<file path="src/rtl/mips_ctrl_pkg.sv">
// Shared encodings for the multicycle MIPS control unit: FSM states,
// opcode/funct values, ALU control codes and datapath mux selects.
package mips_ctrl_pkg;

  typedef enum logic [3:0] {
    FETCH,
    DECODE,
    MEMADR,
    MEMRD,
    MEMWB,
    MEMWR,
    EXEC,
    ALUWB,
    BRANCH,
    ADDIEX,
    ADDIWB,
    JUMP
  } state_t;

  localparam logic [5:0] OP_RTYPE = 6'b000000;
  localparam logic [5:0] OP_LW    = 6'b100011;
  localparam logic [5:0] OP_SW    = 6'b101011;
  localparam logic [5:0] OP_BEQ   = 6'b000100;
  localparam logic [5:0] OP_ADDI  = 6'b001000;
  localparam logic [5:0] OP_J     = 6'b000010;

  localparam logic [5:0] FN_ADD = 6'b100000;
  localparam logic [5:0] FN_SUB = 6'b100010;
  localparam logic [5:0] FN_AND = 6'b100100;
  localparam logic [5:0] FN_OR  = 6'b100101;
  localparam logic [5:0] FN_SLT = 6'b101010;

  localparam logic [2:0] ALU_ADD = 3'b010;
  localparam logic [2:0] ALU_SUB = 3'b110;
  localparam logic [2:0] ALU_AND = 3'b000;
  localparam logic [2:0] ALU_OR  = 3'b001;
  localparam logic [2:0] ALU_SLT = 3'b111;

  localparam logic [1:0] SRCB_B       = 2'b00;
  localparam logic [1:0] SRCB_FOUR    = 2'b01;
  localparam logic [1:0] SRCB_IMM     = 2'b10;
  localparam logic [1:0] SRCB_IMM_SH2 = 2'b11;

  localparam logic [1:0] PC_ALU    = 2'b00;
  localparam logic [1:0] PC_ALUOUT = 2'b01;
  localparam logic [1:0] PC_JUMP   = 2'b10;

endpackage

</file>
<file path="src/rtl/mc_aludec.sv">
// R-type funct decoder.
//   funct    : instr[5:0]
//   alu_code : 3-bit ALU operation (add when funct is unsupported)
//   valid    : funct is one of add/sub/and/or/slt
module mc_aludec
  import mips_ctrl_pkg::*;
(
  input  logic [5:0] funct,
  output logic [2:0] alu_code,
  output logic       valid
);

  always_comb begin
    alu_code = ALU_ADD;
    valid    = 1'b1;
    case (funct)
      FN_ADD:  alu_code = ALU_ADD;
      FN_SUB:  alu_code = ALU_SUB;
      FN_AND:  alu_code = ALU_AND;
      FN_OR:   alu_code = ALU_OR;
      FN_SLT:  alu_code = ALU_SLT;
      default: valid    = 1'b0;
    endcase
  end

endmodule

</file>
<file path="src/rtl/multicycle_controller.sv">
// Multicycle MIPS control unit: sequences each instruction through
// fetch/decode/execute/memory/writeback over a shared ALU and memory port.
//
// state  | meaning
// FETCH  | read instruction at PC, PC += 4 (waits on mem_ready)
// DECODE | branch target into ALUOut, dispatch on opcode
// MEMADR | compute lw/sw effective address
// MEMRD  | load data read (waits on mem_ready)
// MEMWB  | load result into rt
// MEMWR  | store data write (waits on mem_ready)
// EXEC   | R-type ALU operation
// ALUWB  | R-type result into rd
// BRANCH | beq compare, PC <= ALUOut when zero
// ADDIEX | addi ALU operation
// ADDIWB | addi result into rt
// JUMP   | PC <= jump target
//
// Inputs : clk, reset (sync, active-high), opcode, funct, zero, mem_ready
// Outputs: datapath enables/selects, alucontrol, illegal and instr_done pulses
module multicycle_controller
  import mips_ctrl_pkg::*;
#(
  parameter int ALUCTRL_W = 3,
  parameter bit MEM_WAIT  = 1'b1
) (
  input  logic                 clk,
  input  logic                 reset,
  input  logic [5:0]           opcode,
  input  logic [5:0]           funct,
  input  logic                 zero,
  input  logic                 mem_ready,
  output logic                 pc_en,
  output logic                 iord,
  output logic                 mem_read,
  output logic                 mem_write,
  output logic                 ir_write,
  output logic                 reg_dst,
  output logic                 mem_to_reg,
  output logic                 reg_write,
  output logic                 alu_src_a,
  output logic [1:0]           alu_src_b,
  output logic [1:0]           pc_src,
  output logic [ALUCTRL_W-1:0] alucontrol,
  output logic                 illegal,
  output logic                 instr_done
);

  state_t     state;
  logic       ready;
  logic       op_legal;
  logic [2:0] dec_code;
  logic       dec_valid;
  logic [2:0] alu_op;

  assign ready = MEM_WAIT ? mem_ready : 1'b1;

  always_comb begin
    case (opcode)
      OP_RTYPE, OP_LW, OP_SW, OP_BEQ, OP_ADDI, OP_J: op_legal = 1'b1;
      default:                                       op_legal = 1'b0;
    endcase
  end

  mc_aludec u_aludec (
    .funct    (funct),
    .alu_code (dec_code),
    .valid    (dec_valid)
  );

  always_ff @(posedge clk) begin
    if (reset) begin
      state <= FETCH;
    end else begin
      case (state)
        FETCH:  if (ready) state <= DECODE;
        DECODE: begin
          case (opcode)
            OP_LW, OP_SW: state <= MEMADR;
            OP_RTYPE:     state <= EXEC;
            OP_BEQ:       state <= BRANCH;
            OP_ADDI:      state <= ADDIEX;
            OP_J:         state <= JUMP;
            default:      state <= FETCH;
          endcase
        end
        MEMADR: state <= (opcode == OP_LW) ? MEMRD : MEMWR;
        MEMRD:  if (ready) state <= MEMWB;
        MEMWR:  if (ready) state <= FETCH;
        EXEC:   state <= dec_valid ? ALUWB : FETCH;
        ADDIEX: state <= ADDIWB;
        default: state <= FETCH;
      endcase
    end
  end

  always_comb begin
    pc_en      = 1'b0;
    iord       = 1'b0;
    mem_read   = 1'b0;
    mem_write  = 1'b0;
    ir_write   = 1'b0;
    reg_dst    = 1'b0;
    mem_to_reg = 1'b0;
    reg_write  = 1'b0;
    alu_src_a  = 1'b0;
    alu_src_b  = SRCB_B;
    pc_src     = PC_ALU;
    illegal    = 1'b0;
    instr_done = 1'b0;
    alu_op     = ALU_ADD;
    case (state)
      FETCH: begin
        mem_read  = 1'b1;
        alu_src_b = SRCB_FOUR;
        ir_write  = ready;
        pc_en     = ready;
      end
      DECODE: begin
        alu_src_b = SRCB_IMM_SH2;
        if (!op_legal) begin
          illegal    = 1'b1;
          instr_done = 1'b1;
        end
      end
      MEMADR: begin
        alu_src_a = 1'b1;
        alu_src_b = SRCB_IMM;
      end
      MEMRD: begin
        mem_read = 1'b1;
        iord     = 1'b1;
      end
      MEMWB: begin
        reg_write  = 1'b1;
        mem_to_reg = 1'b1;
        instr_done = 1'b1;
      end
      MEMWR: begin
        mem_write  = 1'b1;
        iord       = 1'b1;
        instr_done = ready;
      end
      EXEC: begin
        alu_src_a = 1'b1;
        alu_op    = dec_code;
        if (!dec_valid) begin
          illegal    = 1'b1;
          instr_done = 1'b1;
        end
      end
      ALUWB: begin
        reg_write  = 1'b1;
        reg_dst    = 1'b1;
        instr_done = 1'b1;
      end
      BRANCH: begin
        alu_src_a  = 1'b1;
        alu_op     = ALU_SUB;
        pc_src     = PC_ALUOUT;
        pc_en      = zero;
        instr_done = 1'b1;
      end
      ADDIEX: begin
        alu_src_a = 1'b1;
        alu_src_b = SRCB_IMM;
      end
      ADDIWB: begin
        reg_write  = 1'b1;
        instr_done = 1'b1;
      end
      JUMP: begin
        pc_src     = PC_JUMP;
        pc_en      = 1'b1;
        instr_done = 1'b1;
      end
      default: ;
    endcase

    // Reset forces everything quiet, including the ALU code, so an access
    // in flight is dropped immediately rather than at the next edge.
    if (reset) begin
      pc_en      = 1'b0;
      iord       = 1'b0;
      mem_read   = 1'b0;
      mem_write  = 1'b0;
      ir_write   = 1'b0;
      reg_dst    = 1'b0;
      mem_to_reg = 1'b0;
      reg_write  = 1'b0;
      alu_src_a  = 1'b0;
      alu_src_b  = SRCB_B;
      pc_src     = PC_ALU;
      illegal    = 1'b0;
      instr_done = 1'b0;
      alu_op     = 3'b000;
    end
    alucontrol = ALUCTRL_W'(alu_op);
  end

endmodule

</file>
<file path="config.mk">
export PLATFORM = sky130hd
export DESIGN_NAME = multicycle_controller
export DESIGN_NICKNAME = d
export VERILOG_FILES = /design/src/rtl/mips_ctrl_pkg.sv /design/src/rtl/mc_aludec.sv /design/src/rtl/multicycle_controller.sv
export SDC_FILE = /design/constraint.sdc
export NUM_CORES = 1
export LEC_CHECK = 0
export ABC_AREA = 0
export CAP_MARGIN = 20
export CORE_ASPECT_RATIO = 1.1
export CORE_MARGIN = 2
export CORE_UTILIZATION = 40
export DETAILED_ROUTE_END_ITERATION = 8
export PLACE_DENSITY = 0.84
export SLEW_MARGIN = 20
export SYNTH_ARGS = -nofsm -noshare
export SYNTH_HDL_FRONTEND = slang
export SYNTH_HIERARCHICAL = 1
export SYNTH_SLANG_ARGS = --single-unit
</file>
<file path="constraint.sdc">
create_clock -name clk -period 1.6 [get_ports clk]
set_input_delay 0.32 -clock clk [delete_from_list [all_inputs] [get_ports clk]]
set_output_delay 0.32 -clock clk [all_outputs]
set_load 0.1 [all_outputs]
</file>
==> metrics, run 1 <==
DPL Wire Length=3180 um; Mean Syn Cell Area=6.68 um^2; CTS Buf Count=3; # IOs=34; Starting Density=0.415; post-synthesis cell area=722 um^2; Seq/Total Area, Yosys=0.111; Syn Nets=124; # rows=16; CTS Sinks=4; status=aborted with a tool error; Stopped at=4_1_cts; cts repair resizes=89; Die Y=48.6 um; DIE WIDTH=44.5 um; Syn Inst Count=108; FF+latch count, synth=4; Distinct cells, synth=40; buffer count from post-CTS setup fixing=11; Clock Tree Root=clkbuf_4; htree depth=1; Bufs on Longest Clock Path=2; stop err=[ERROR DPL-0038] Utilization greater than 100%, impossible to legalize; Yosys warnings=6; RD Place Congestion=0.989; Hold Buf Count CTS=0; Port Buf Inserts=33
per-stage QoR:
step / setup slack, ns / std cells / instance area, um^2
2_1_floorplan: -0.944 / 108 / 893
3_3_place_gp: -0.506 / 189 / 1680
3_5_place_dp: -0.617 / 189 / 1680
cells in the mapped netlist, drive strengths merged:
library cell | count | area share
nor3 | 10 | 0.069
o2111ai | 2 | 0.024
o31ai | 2 | 0.021
o21ai | 8 | 0.055
nor2 | 17 | 0.088
a32o | 1 | 0.014
nand4b | 1 | 0.012
nor4 | 2 | 0.017
buf | 5 | 0.042
a31oi | 4 | 0.035
nor2b | 3 | 0.036
inv | 5 | 0.026
or4b | 1 | 0.019
mux2 | 2 | 0.031
a21boi | 1 | 0.010
nor4b | 1 | 0.012
nand2b | 4 | 0.045
and3 | 3 | 0.026
a22o | 1 | 0.012
or3 | 1 | 0.016
a32oi | 1 | 0.012
nand3 | 3 | 0.021
a221oi | 1 | 0.012
or2 | 1 | 0.0087
nand2 | 5 | 0.026
a22oi | 1 | 0.010
a2111oi | 1 | 0.021
clkbuf | 2 | 0.012
and2b | 2 | 0.021
o211ai | 3 | 0.031
a21oi | 5 | 0.035
nand4bb | 2 | 0.031
dfxtp | 4 | 0.11
xor2 | 3 | 0.036
cells by family after synthesis:
family          share of synthesized area
simple gates                        0.449
buf+inv                            0.0797
xor+xnor                           0.0364
flops                               0.111
mux                                0.0312
compound gates                      0.293
==> inputs of run 2 (changes only) <==
--- a/config.mk
+++ b/config.mk
@@ -7,11 +7,10 @@
 export LEC_CHECK = 0
 export ABC_AREA = 0
 export CAP_MARGIN = 20
-export CORE_ASPECT_RATIO = 1.1
-export CORE_MARGIN = 2
-export CORE_UTILIZATION = 40
+export CORE_AREA = 2 2 63 65
 export DETAILED_ROUTE_END_ITERATION = 8
-export PLACE_DENSITY = 0.84
+export DIE_AREA = 0 0 65 67
+export PLACE_DENSITY_LB_ADDON = 0.15
 export SLEW_MARGIN = 20
 export SYNTH_ARGS = -nofsm -noshare
 export SYNTH_HDL_FRONTEND = slang
==> run 2 against run 1 <==
  * The flow now finishes, with violations (setup timing)
  * Area after synthesis unchanged
  * Synthesized cell count unchanged
==> metrics, run 2 <==
Yosys warnings=6 (unchanged); Starting Density=0.200 (-0.214); CTS tree=built; Slew headroom=0.781; cell with the most instances after synthesis=nor2_1; critical path class=reg2out; max reg flops=4; post-layout util=0.585; Switching Share=0.392; Startpoint Class=flop; Static Leak=0.000833 uW; Biggest register=state; # IOs=34 (unchanged); Hold Violations, Final=0; Syn Nets=124 (unchanged); largest net degree at the start of global routing=14; Hold Crit Class=in2reg; Post-Layout Cell Count=240; initial antenna violation count=0; most frequent cells in the layout=34 x buf_4, 20 x buf_12, 19 x buf_6, 9 x nor2_4, 7 x nor3_4; DIE WIDTH=65 um (+46%); Yosys top cell area share=0.111 (unchanged); Clk pin slew, worst setup/hold paths=0.04 ns; CP arrival=1.55 ns; clock network power share=0.285; Seq. cell area=90.1 um^2; Seq/Total Area, Yosys=0.111 (unchanged); max-cap violations=0; drc violations=0; Internal Pwr Total=483 uW; Core Region=0.00361 mm^2; worst vdd ir=0.241 mV; async set-reset flop share out of synthesis=0 (unchanged); prevailing post-synth register cell=dfxtp_1; biggest regs=state (4); status=complete, but fails checks; crit path max fanout=4; DR pass1 iterations=4; Worst Skew=0.00538 ns; Clock Tree Root=clkbuf_8; pre-CTS worst setup slack=-0.522 ns (+0.0943 ns); Setup-failing EPs final=18; final worst-path cycle share=1.17; commonest non-fill, non-tap cell in the layout=buf_4; total gr overflow=0; routed length per instance=13.5 um; commonest cells in the netlist=17 x nor2_1, 10 x nor3_1, 7 x o21ai_0; cell area power density=376 mW/mm^2; worst slew pin tran=0.325 ns; # rows=22 (+6); RD Place Congestion=0.869 (-12%); Syn Inst Count=108 (unchanged); P_sw=311 uW; critical path, cell by cell=or3_4 > nor2_2 > o2111ai_2 > o211ai_1 > buf_12; setup_tns=-2.51 ns; Distinct cells, synth=40 (unchanged); post-synthesis cell area=722 um^2 (unchanged); hold path depth=4; placed cell count=224 (+19%); Bufs on Longest Clock Path=2 (unchanged); htree depth=1 (unchanged); post-route ant nets=0; Ant. Diodes=0; Die Y=67 um (+38%); Pins Over Slew Limit=0; Mean Syn Cell Area=6.68 um^2 (unchanged); Hold Buf Count CTS=0 (unchanged); Synth area leaders=dfxtp_1 11%, nor2_1 8.8%, nor3_1 6.9%; CP max stage cell=or3_4; Total Power=794 uW; Seq pwr share=0.132; logic gate share of total power=0.583; Max Clk Rate=0.536 GHz; Routed Wire Length=3240 um; CTS Sinks=4 (unchanged); global-route wire length before repair=5350 um; Total GRT Usage=0.155; failing checks=setup timing; Port Buf Inserts=33 (unchanged); worst path required time=1.28 ns; Die ar.=0.00436 mm^2; vias in the first global route=1198; DPL Wire Length=2450 um (-23%); clock latency on the worst-skew pair=0.22 ns; Yosys top cell by area=dfxtp_1; min setup slack post-route=-0.266 ns; Fill cells=308; RSZ-0062 raised after global routing=true; via count=1149; area occupied by multi-input gates=900 um^2; number of synthesized flops with an enable pin=0 (unchanged); FF+latch count, synth=4 (unchanged); min Tclk post-route=1.87 ns; routed vias/inst=4.79; R2R cell count=6; CTS Buf Count=3 (unchanged); Area growth syn-to-layout=192%; layout cells sized above 1=0.698; Detailed Route Iter0 Violations=33; Crit. End Element=output pin; delay of the slowest critical-path stage=0.37 ns; fin nets=209
## run 2: repair_timing
item	4_1_cts	5_1_grt
resized for setup	79	13
endpoints found under the setup margin	21	19
buffers inserted	8	4
hold endpoints to repair	0	0
pin swaps	27	12
## run 2: cells by family (layout without fill, tap and decap cells)
kind of cell           after synthesis  count (layout)  share of synthesized area
AO/OA/AOI/OAI                       31              31                      0.293
multiplexers                         2               2                     0.0312
buffers and inverters               12              96                     0.0797
flip-flops                           4               4                      0.111
XOR/XNOR                             3               3                     0.0364
AND/OR/NAND/NOR                     56              56                      0.449
## run 2: per-layer routing
layer / up-vias / global-route usage / part of all wire
met4: 0 / 0.0160 / 0.0043
met1: 547 / 0.183 / 0.42
met2: 28 / 0.302 / 0.54
met5: - / 0 / 0
li1: 572 / - / -
met3: 2 / 0.0236 / 0.031
## run 2: power groups by stage
stage	combinational [uW]	sequential [uW]	clock, uW
floorplan	212	106	0
global placement	404	106	0
detailed placement	408	107	0
CTS	441	104	233
global route	486	105	240
finish	463	105	227
## run 2: cell type report
type / count / area share
Inverter: 5 / 0.00889
Sequential cell: 4 / 0.0427
Clock buffer: 4 / 0.0213
Tap cell: 48 / 0.0285
Timing Repair Buffer: 87 / 0.472
Multi-Input combinational cell: 92 / 0.426
## run 2: final timing paths
kind | start | slack, ns | to
worst min register to register | state[0] | 0.68 | state[0]
worst max register to register | state[0] | 0.17 | state[0]
worst max-delay path | state[3] | -0.27 | instr_done
worst min-delay path | opcode[5] | 0.64 | state[1]
## run 2: stage by stage
| stage | cell area [um^2] | hold slack (ns) |
|---|---|---|
| 2_1_floorplan | 893 | 0.400 |
| 3_3_place_gp | 1750 | 0.674 |
| 3_5_place_dp | 1750 | 0.691 |
| 4_1_cts | 2020 | 0.631 |
| 5_1_grt | 2110 | 0.722 |
| 6_report | 2110 | 0.643 |
## run 2: critical path, delay by kind of cell (launching register included)
family | cells | cell delay (ns)
and+or+nand+nor | 2 | 0.47
AOI/OAI and AO/OA | 2 | 0.29
buffers and inverters | 1 | 0.22
DFF | 1 | 0.34
Power figures use the tool's default switching activity.
